`src/rtl/bram_asym_sched.sv`:
```
// Scheduler for an asymmetric simple-dual-port block RAM.
// Two writers share the 16-bit write port A through round-robin burst
// arbitration; the 32-bit read port B is sequenced as a FIFO over the RAM.
// A level counter provides full/empty status for both sides.
module bram_asym_sched #(
    parameter int BURST_LEN = 16,
    parameter int AW_A      = 10,
    parameter int AW_B      = AW_A - 1
) (
    input  logic            clk,
    input  logic            rst,       // active-low, asynchronous
    input  logic            req0,
    input  logic            req1,
    input  logic            vld0,
    input  logic            vld1,
    input  logic [15:0]     din0,
    input  logic [15:0]     din1,
    output logic            gnt0,
    output logic            gnt1,
    output logic            ack0,
    output logic            ack1,
    input  logic            rd_req,
    output logic            rd_vld,
    output logic [31:0]     rd_data,
    output logic [AW_A:0]   level,
    output logic            full,
    output logic            empty,
    output logic            wea,
    output logic [AW_A-1:0] addra,
    output logic [15:0]     dina,
    output logic [AW_B-1:0] addrb,
    input  logic [31:0]     doutb
);

    localparam int LW = AW_A + 1;
    localparam int BW = (BURST_LEN > 1) ? $clog2(BURST_LEN) : 1;
    localparam logic [LW-1:0] DEPTH     = {1'b1, {AW_A{1'b0}}};
    localparam logic [BW-1:0] BEAT_LAST = BW'(BURST_LEN - 1);

    typedef enum logic [1:0] {
        IDLE   = 2'd0,
        BURST0 = 2'd1,
        BURST1 = 2'd2
    } arb_state_t;

    arb_state_t      state_reg, state_next;
    logic [BW-1:0]   beat_cnt_reg, beat_cnt_next;
    logic            last_served_reg, last_served_next;

    logic            wea_reg;
    logic [AW_A-1:0] addra_reg;
    logic [15:0]     dina_reg;
    logic [AW_A-1:0] wr_ptr_reg;

    logic [AW_B-1:0] addrb_reg;
    logic [AW_B-1:0] rd_ptr_reg;
    logic            rd_pend_reg;
    logic            rd_vld_reg;

    logic [LW-1:0]   level_reg, level_next;
    logic [LW-1:0]   avail;

    logic [1:0]      req_vec, vld_vec, gnt_vec, ack_vec;
    logic            wr_ack;
    logic [15:0]     wr_data;
    logic            rd_acc;

    assign req_vec = {req1, req0};
    assign vld_vec = {vld1, vld0};
    assign gnt_vec = {state_reg == BURST1, state_reg == BURST0};

    // A beat is accepted only from the granted writer while there is room.
    generate
        for (genvar gi = 0; gi < 2; gi++) begin : g_ack
            assign ack_vec[gi] = gnt_vec[gi] & vld_vec[gi] & ~full;
        end
    endgenerate

    assign wr_ack  = |ack_vec;
    assign wr_data = ack_vec[1] ? din1 : din0;

    // A word whose write is still registered (not yet in the RAM) must not be
    // read, so it is excluded from the readable count.
    assign avail  = level_reg - LW'(wea_reg);
    assign full   = (level_reg == DEPTH);
    assign empty  = (avail < LW'(2));
    assign rd_acc = rd_req & ~empty;

    assign gnt0    = gnt_vec[0];
    assign gnt1    = gnt_vec[1];
    assign ack0    = ack_vec[0];
    assign ack1    = ack_vec[1];
    assign wea     = wea_reg;
    assign addra   = addra_reg;
    assign dina    = dina_reg;
    assign addrb   = addrb_reg;
    assign rd_vld  = rd_vld_reg;
    assign rd_data = doutb;
    assign level   = level_reg;

    // Arbiter next-state: round-robin on ties, burst ends on last beat or req drop.
    always_comb begin
        state_next       = state_reg;
        beat_cnt_next    = beat_cnt_reg;
        last_served_next = last_served_reg;
        case (state_reg)
            IDLE: begin
                if (req0 && req1) begin
                    state_next = last_served_reg ? BURST0 : BURST1;
                end else if (req0) begin
                    state_next = BURST0;
                end else if (req1) begin
                    state_next = BURST1;
                end
            end
            BURST0: begin
                if (!req0 || (ack_vec[0] && beat_cnt_reg == BEAT_LAST)) begin
                    state_next       = IDLE;
                    beat_cnt_next    = '0;
                    last_served_next = 1'b0;
                end else if (ack_vec[0]) begin
                    beat_cnt_next = beat_cnt_reg + BW'(1);
                end
            end
            BURST1: begin
                if (!req1 || (ack_vec[1] && beat_cnt_reg == BEAT_LAST)) begin
                    state_next       = IDLE;
                    beat_cnt_next    = '0;
                    last_served_next = 1'b1;
                end else if (ack_vec[1]) begin
                    beat_cnt_next = beat_cnt_reg + BW'(1);
                end
            end
            default: begin
                state_next    = IDLE;
                beat_cnt_next = '0;
            end
        endcase
    end

    // Level moves on commit: +1 per accepted beat, -2 per accepted read.
    always_comb begin
        level_next = level_reg;
        case ({wr_ack, rd_acc})
            2'b10:   level_next = level_reg + LW'(1);
            2'b01:   level_next = level_reg - LW'(2);
            2'b11:   level_next = level_reg - LW'(1);
            default: level_next = level_reg;
        endcase
    end

    // Arbiter state, beat counter and round-robin memory.
    always_ff @(posedge clk or negedge rst) begin
        if (!rst) begin
            state_reg       <= IDLE;
            beat_cnt_reg    <= '0;
            last_served_reg <= 1'b1;
        end else begin
            state_reg       <= state_next;
            beat_cnt_reg    <= beat_cnt_next;
            last_served_reg <= last_served_next;
        end
    end

    // Write port: register each accepted beat toward the RAM.
    always_ff @(posedge clk or negedge rst) begin
        if (!rst) begin
            wea_reg    <= 1'b0;
            addra_reg  <= '0;
            dina_reg   <= '0;
            wr_ptr_reg <= '0;
        end else begin
            wea_reg <= wr_ack;
            if (wr_ack) begin
                addra_reg  <= wr_ptr_reg;
                dina_reg   <= wr_data;
                wr_ptr_reg <= wr_ptr_reg + AW_A'(1);
            end
        end
    end

    // Read port: issue address on accept, flag valid once the RAM has sampled it.
    always_ff @(posedge clk or negedge rst) begin
        if (!rst) begin
            addrb_reg   <= '0;
            rd_ptr_reg  <= '0;
            rd_pend_reg <= 1'b0;
            rd_vld_reg  <= 1'b0;
        end else begin
            rd_pend_reg <= rd_acc;
            rd_vld_reg  <= rd_pend_reg;
            if (rd_acc) begin
                addrb_reg  <= rd_ptr_reg;
                rd_ptr_reg <= rd_ptr_reg + AW_B'(1);
            end
        end
    end

    // Fill level register.
    always_ff @(posedge clk or negedge rst) begin
        if (!rst) begin
            level_reg <= '0;
        end else begin
            level_reg <= level_next;
        end
    end

endmodule

```
`config.mk`:
```
export PLATFORM = sky130hd
export DESIGN_NAME = bram_asym_sched
export DESIGN_NICKNAME = d
export VERILOG_FILES = /design/src/rtl/bram_asym_sched.sv
export SDC_FILE = /design/constraint.sdc
export NUM_CORES = 1
export LEC_CHECK = 0
export CAP_MARGIN = 20
export CORE_AREA = 5 5 119 93
export CTS_BUF_LIST = sky130_fd_sc_hd__clkbuf_2
export DETAILED_ROUTE_END_ITERATION = 16
export DIE_AREA = 0 0 124 98
export GPL_ROUTABILITY_DRIVEN = 0
export HOLD_SLACK_MARGIN = 0.03
export PLACE_DENSITY = 0.77
export SYNTH_ARGS = -nofsm -noshare
export SYNTH_HDL_FRONTEND = slang
export SYNTH_SLANG_ARGS = --single-unit
```
`constraint.sdc`:
```
create_clock -name clk -period 5.2 [get_ports clk]
set_clock_uncertainty 0.05 [all_clocks]
set_input_delay 1.04 -clock clk [delete_from_list [all_inputs] [get_ports clk]]
set_output_delay 1.04 -clock clk [all_outputs]
set_load 0.005 [all_outputs]
```
* Yosys cells after proc, flatten, opt, wreduce, memory -nomap -nowiden
Cells that the tools add are included.
** Cells by class
- Multiplexer cells :: 17
- Equal/unequal tests :: 12
- Multipliers :: 0
- Reduce and logical (&&, ||, !) cells :: 14
- Add/sub/neg operators :: 7
- Shift operators :: 0
- Divide/modulo/power cells :: 0
- Bitwise logic cells :: 8
- $lt $le $gt $ge :: 1
** Operators by type and width (count)
- $pmux W11 S3 :: 1
- $mux W16 :: 1
- $mux W4 :: 4
- $mux W2 :: 6
- $pmux W4 S3 :: 1
- $add A11 B1 Y11 const B :: 1
- $eq A11 B11 Y1 const B :: 1
- $lt A11 B2 Y1 const B :: 1
- $sub A11 B1 Y11 :: 1
- $sub A11 B1 Y11 const B :: 1
- $sub A11 B2 Y11 const B :: 1
- $add A10 B1 Y10 const B :: 1
- $add A9 B1 Y9 const B :: 1
- $reduce_and A3 Y1 :: 3
- $eq A2 B2 Y1 const B :: 3
- $ne A3 B1 Y1 const B :: 2
- $pmux W2 S3 :: 1
- $and A1 B1 Y1 :: 5
- $add A4 B1 Y4 const B :: 1
- $eq A2 B1 Y1 const B :: 2
- $eq A4 B4 Y1 const B :: 1
- $ne A2 B1 Y1 const B :: 2
- $ne A4 B4 Y1 const B :: 1
- $logic_and A1 B1 Y1 :: 3
- 9 further kinds :: 14
** Word-level totals
- Bits in latches :: 0
- Output and inout port bits :: 86
- Memory bits (writable) :: 0
- Register bits :: 75
- Bits in read-only memories :: 0
- Memories :: 0
- Bits of input ports :: 71

* Logic depth before layout (Yosys ltp)
- Word-level depth :: 7
- Depth in mapped cells :: 17
- Mapped depth without buffers :: 16

* Least setup slack after synthesis
Ideal clock, no wire load.
- Kind :: reg2reg
- Start :: register level_reg[0] (netlist: level[0])
- End :: register level_reg[10] (netlist: level[10])
- Stages on the path, launching flop included :: 18
- Arrival :: 3.765 ns
- Setup time :: 0.125 ns
- Buffers on the path :: 1
- Period minus slack after synthesis :: 3.940 ns
- Path slack :: 1.260 ns
- Cell sequence :: dfrtp_1 nand2b_4 inv_1 ha_1 nor4bb_1 a21oi_1 or4_1 o21ai_4 buf_4 nor2b_1 fa_1 a211oi_1 nor2_1 o22ai_1 o21a_1 a21oi_1 o22a_1 xnor2_1
** On the way
- Longest elaborated chain between the ends :: 6
- Elaborated cells between the ends (all ways) :: 17
- Classes of those cells :: 4 x add/sub; 1 x order compare; 4 x eq/ne; 1 x mux; 5 x bitwise; 2 x reduce/logical
** Ends and longest elaborated chain
- start, declared :: RTL line 60 : logic [LW-1:0] level_reg, level_next;
- start signal, assigned :: RTL line 204 : level_reg <= level_next;
- $sub A11 B1 Y11 or $eq A11 B11 Y1 (tied branches) :: RTL line 84, 85
- $lt A11 B2 Y1 or $not A1 Y1 (tied branches) :: RTL line 86, 75
- $not A1 Y1 or $and A1 B1 Y1 (tied branches) :: RTL line 87, 75
- $and A1 B1 Y1 or $reduce_or A2 Y1 (tied branches) :: RTL line 87, 79
- $eq A2 B2 Y1 or $eq A2 B1 Y1 (tied branches) :: RTL line 144 : case ({wr_ack, rd_acc})
- $pmux W11 S3 or $reduce_bool A3 Y1 (tied branches)
Parallel ways exist; a longest one is shown, timed or not.
A chain may end at the register's enable or synchronous reset.

* Worst setup path in the final report
- Start :: register level_reg[0] (netlist: level[0])
- End :: output port empty
** On the way
- Longest elaborated chain between the ends :: 2
** Ends and longest elaborated chain
- $sub A11 B1 Y11 :: RTL line 84 : assign avail = level_reg - LW'(wea_reg);
- $lt A11 B2 Y1 :: RTL line 86 : assign empty = (avail < LW'(2));
- end, declared :: RTL line 27 : output logic empty,
No other way between the ends.

==> results.tsv <==
metric	value	unit
synth-xor-area-share	0.07423	
clk_latency	0.53	ns
dpl_cell_area	5045	um2
fin_area	5207	um2
fp.dieW	124	um
clkSinkCount	75	
endpoint_kind	primary output	
fin_crit	4.200	ns
yosysTopAreaCellShare	0.4359	
cts_max_level	3	
die-area	12150	um2
detail_route.wl_per_cell	15.29	um
ant_nets	0	
timing.critical_path.required	4.11	ns
synth_nets	517	
wl_met3	848	um
layout-drive-gt1-share	0.1018	
fin_nets	576	
ioPinCount	157	
synthSimpleGateAreaFrac	0.1455	
max_cap_viol_count	0	
grt_max_degree	76	
nFillCells	899	
synth_area	4248	um2
start_kind	flip-flop	
async_reset_ff_frac	1.000	
place_inst	611	
synth_common_cells	dfrtp_1, nand2_1, buf_4	
synthCells	427	
syn_to_final_growth	22.59	%
cts_max_path_buffers	2	
power_density	520.5	nW/um2
slew_violations	0	
cts_hold_buf	0	
tns	0	ns
dr.first_iter.drc_count	197	
dp.final_hpwl	6899	um
routed_via_density	5.152	
fin_crit_sh	0.8076	
antenna_cells	0	
crit_path_max_fanout	7	
final-hold-violation-count	0	
routed.top_layer	met4	
portBuffers	92	
hp-class	flip-flop to flip-flop	
outcome	finished, final reports clean	
yosysMostFrequentCell	dfrtp_1	
synth-edff-count	0	
antenna_found_initial	0	
cts_made_buffers	9	
synthMuxAreaShare	0.07982	
relSlewSlack	0.3779	
ys_types	55	
vias	3230	
core_area	9889	um2
wl_met2	4111	um
grt_usage	0.1622	
num_rows	32	
ys_seq_elements	75	
place_ws	0.9791	ns
clock.fmax	238.1	MHz
clockRootBuffer	clkbuf_2	
dr.pass1.iters	6	
holdWs	0.3258	ns
largest_reg_flops	16	
cellLeakagePower	2.246	nW
cts.repair.resized	0	
grt_pass1_vias	3202	
yosys_warnings	0	
worst_slew_pin_slew	0.9332	ns
synth_area_per_cell	9.948	um2
synth_compound_area_frac	0.1099	
finalSetupViolCount	0	
synth_adder_area_share	0.05773	
grt_first_pass_wirelength	15660	um
cts_post_setup_buffers_inserted	0	
ys.flop_type	dfrtp_1	
synth_top_family_by_area	simple AND/OR/NAND/NOR gates	
drt-total-wl	9584	um
drc_errors	0	
arrival	3.11	ns
setup_ws	1.000	ns
m1WireLength	4471	um
gr-total-overflow	0	
setup.worst_path.class	flip-flop to primary output	
synth_top_cell_by_area	dfrtp_1	
instances_no_fill	627	
die_height	98	um
cts_tree	built	
rsz0062_at_grt	no	
seq_area_frac_synth	0.4421	
clk_pin_slew	0.21	ns
synth_area_leaders	dfrtp_1, xnor2_1, nand2_1, buf_4, ha_1	
start_util	0.4295	
ir_drop	0.3319	mV
[kinds of logic after synthesis]
family	Yosys count
muxes	32
xor gates and xnor gates	36
buffers and inverters	64
adders and majority gates	19
DFF	75
AOI/OAI and AO/OA	72
and+or+nand+nor	129
[critical path: stages, from the launching register on]
cell and delay, ns:
dfrtp_1 0.53, nand2b_4 0.22, inv_1 0.07, ha_1 0.22, nor4bb_1 0.30, a21oi_1 0.06
or4_1 0.49, nor2_1 0.18, clkdlybuf4s50_1 0.52
[final cells by class]
cell class              count  area, um2  area share
clock buffers              10      50.05    0.009611
clock inverters             6      112.6     0.02162
inverters                  16      60.06     0.01153
multi-input cells         288       1988      0.3818
flip-flops and latches     75       1878      0.3606
well taps                 136      170.2     0.03268
repair buffers             96      948.4      0.1821
[report_power, final]
group / internal [mW] / switching (mW)
logic: 0.689 / 0.577
registers: 0.788 / 0.232
clock network: 0.211 / 0.214
[metrics by stage]
step	utilization	power [mW]
6_report	0.5266	2.710
5_1_grt	0.5266	2.940
4_1_cts	0.5266	2.741
3_5_place_dp	0.5101	2.294
3_3_place_gp	0.5101	2.256
2_1_floorplan	-	1.768
[per-layer routing]
layer	vias up	track usage
li1	1554	-
met1	1535	0.2208
met2	120	0.2393
met3	21	0.05906
met4	0	0.05471
met5	-	0
[placed cells by master (no fill, tap or decap), drive strengths merged, types with 3 or more instances in the layout]
cell | netlist | routed
mux2 | 15 | 15
xor2 | 6 | 6
buf | 40 | 5
mux2i | 17 | 17
a21oi | 13 | 13
and3 | 6 | 6
dfrtp | 74 | 74
nor2 | 14 | 14
ha | 18 | 18
bufinv | 0 | 3
nand2b | 4 | 4
nor3 | 5 | 5
o21ai | 34 | 34
inv | 16 | 17
clkbuf | 8 | 10
nand2 | 69 | 69
nand4 | 8 | 8
nor2b | 4 | 4
nor4 | 3 | 3
clkdlybuf4s50 | 0 | 91
nand3 | 8 | 8
xnor2 | 30 | 30
o22ai | 5 | 5
[path summary, 6_finish.rpt]
path	startpoint	to	slack (ns)	depth (start not counted)
max	level[0]$_DFFE_PN0P_	empty	1.00	8
min in group asynchronous	rst	wr_ptr_reg[8]$_DFFE_PN0P_	0.56	1
max in group asynchronous	rst	beat_cnt_reg[2]$_DFFE_PN0P_	3.91	1
min	rd_pend_reg$_DFF_PN0_	rd_vld$_DFF_PN0_	0.33	0
max reg2reg	level[0]$_DFFE_PN0P_	level[10]$_DFFE_PN0P_	1.07	16
min reg2reg	rd_pend_reg$_DFF_PN0_	rd_vld$_DFF_PN0_	0.33	0
Note: power is estimated with default switching activity, not from simulation.
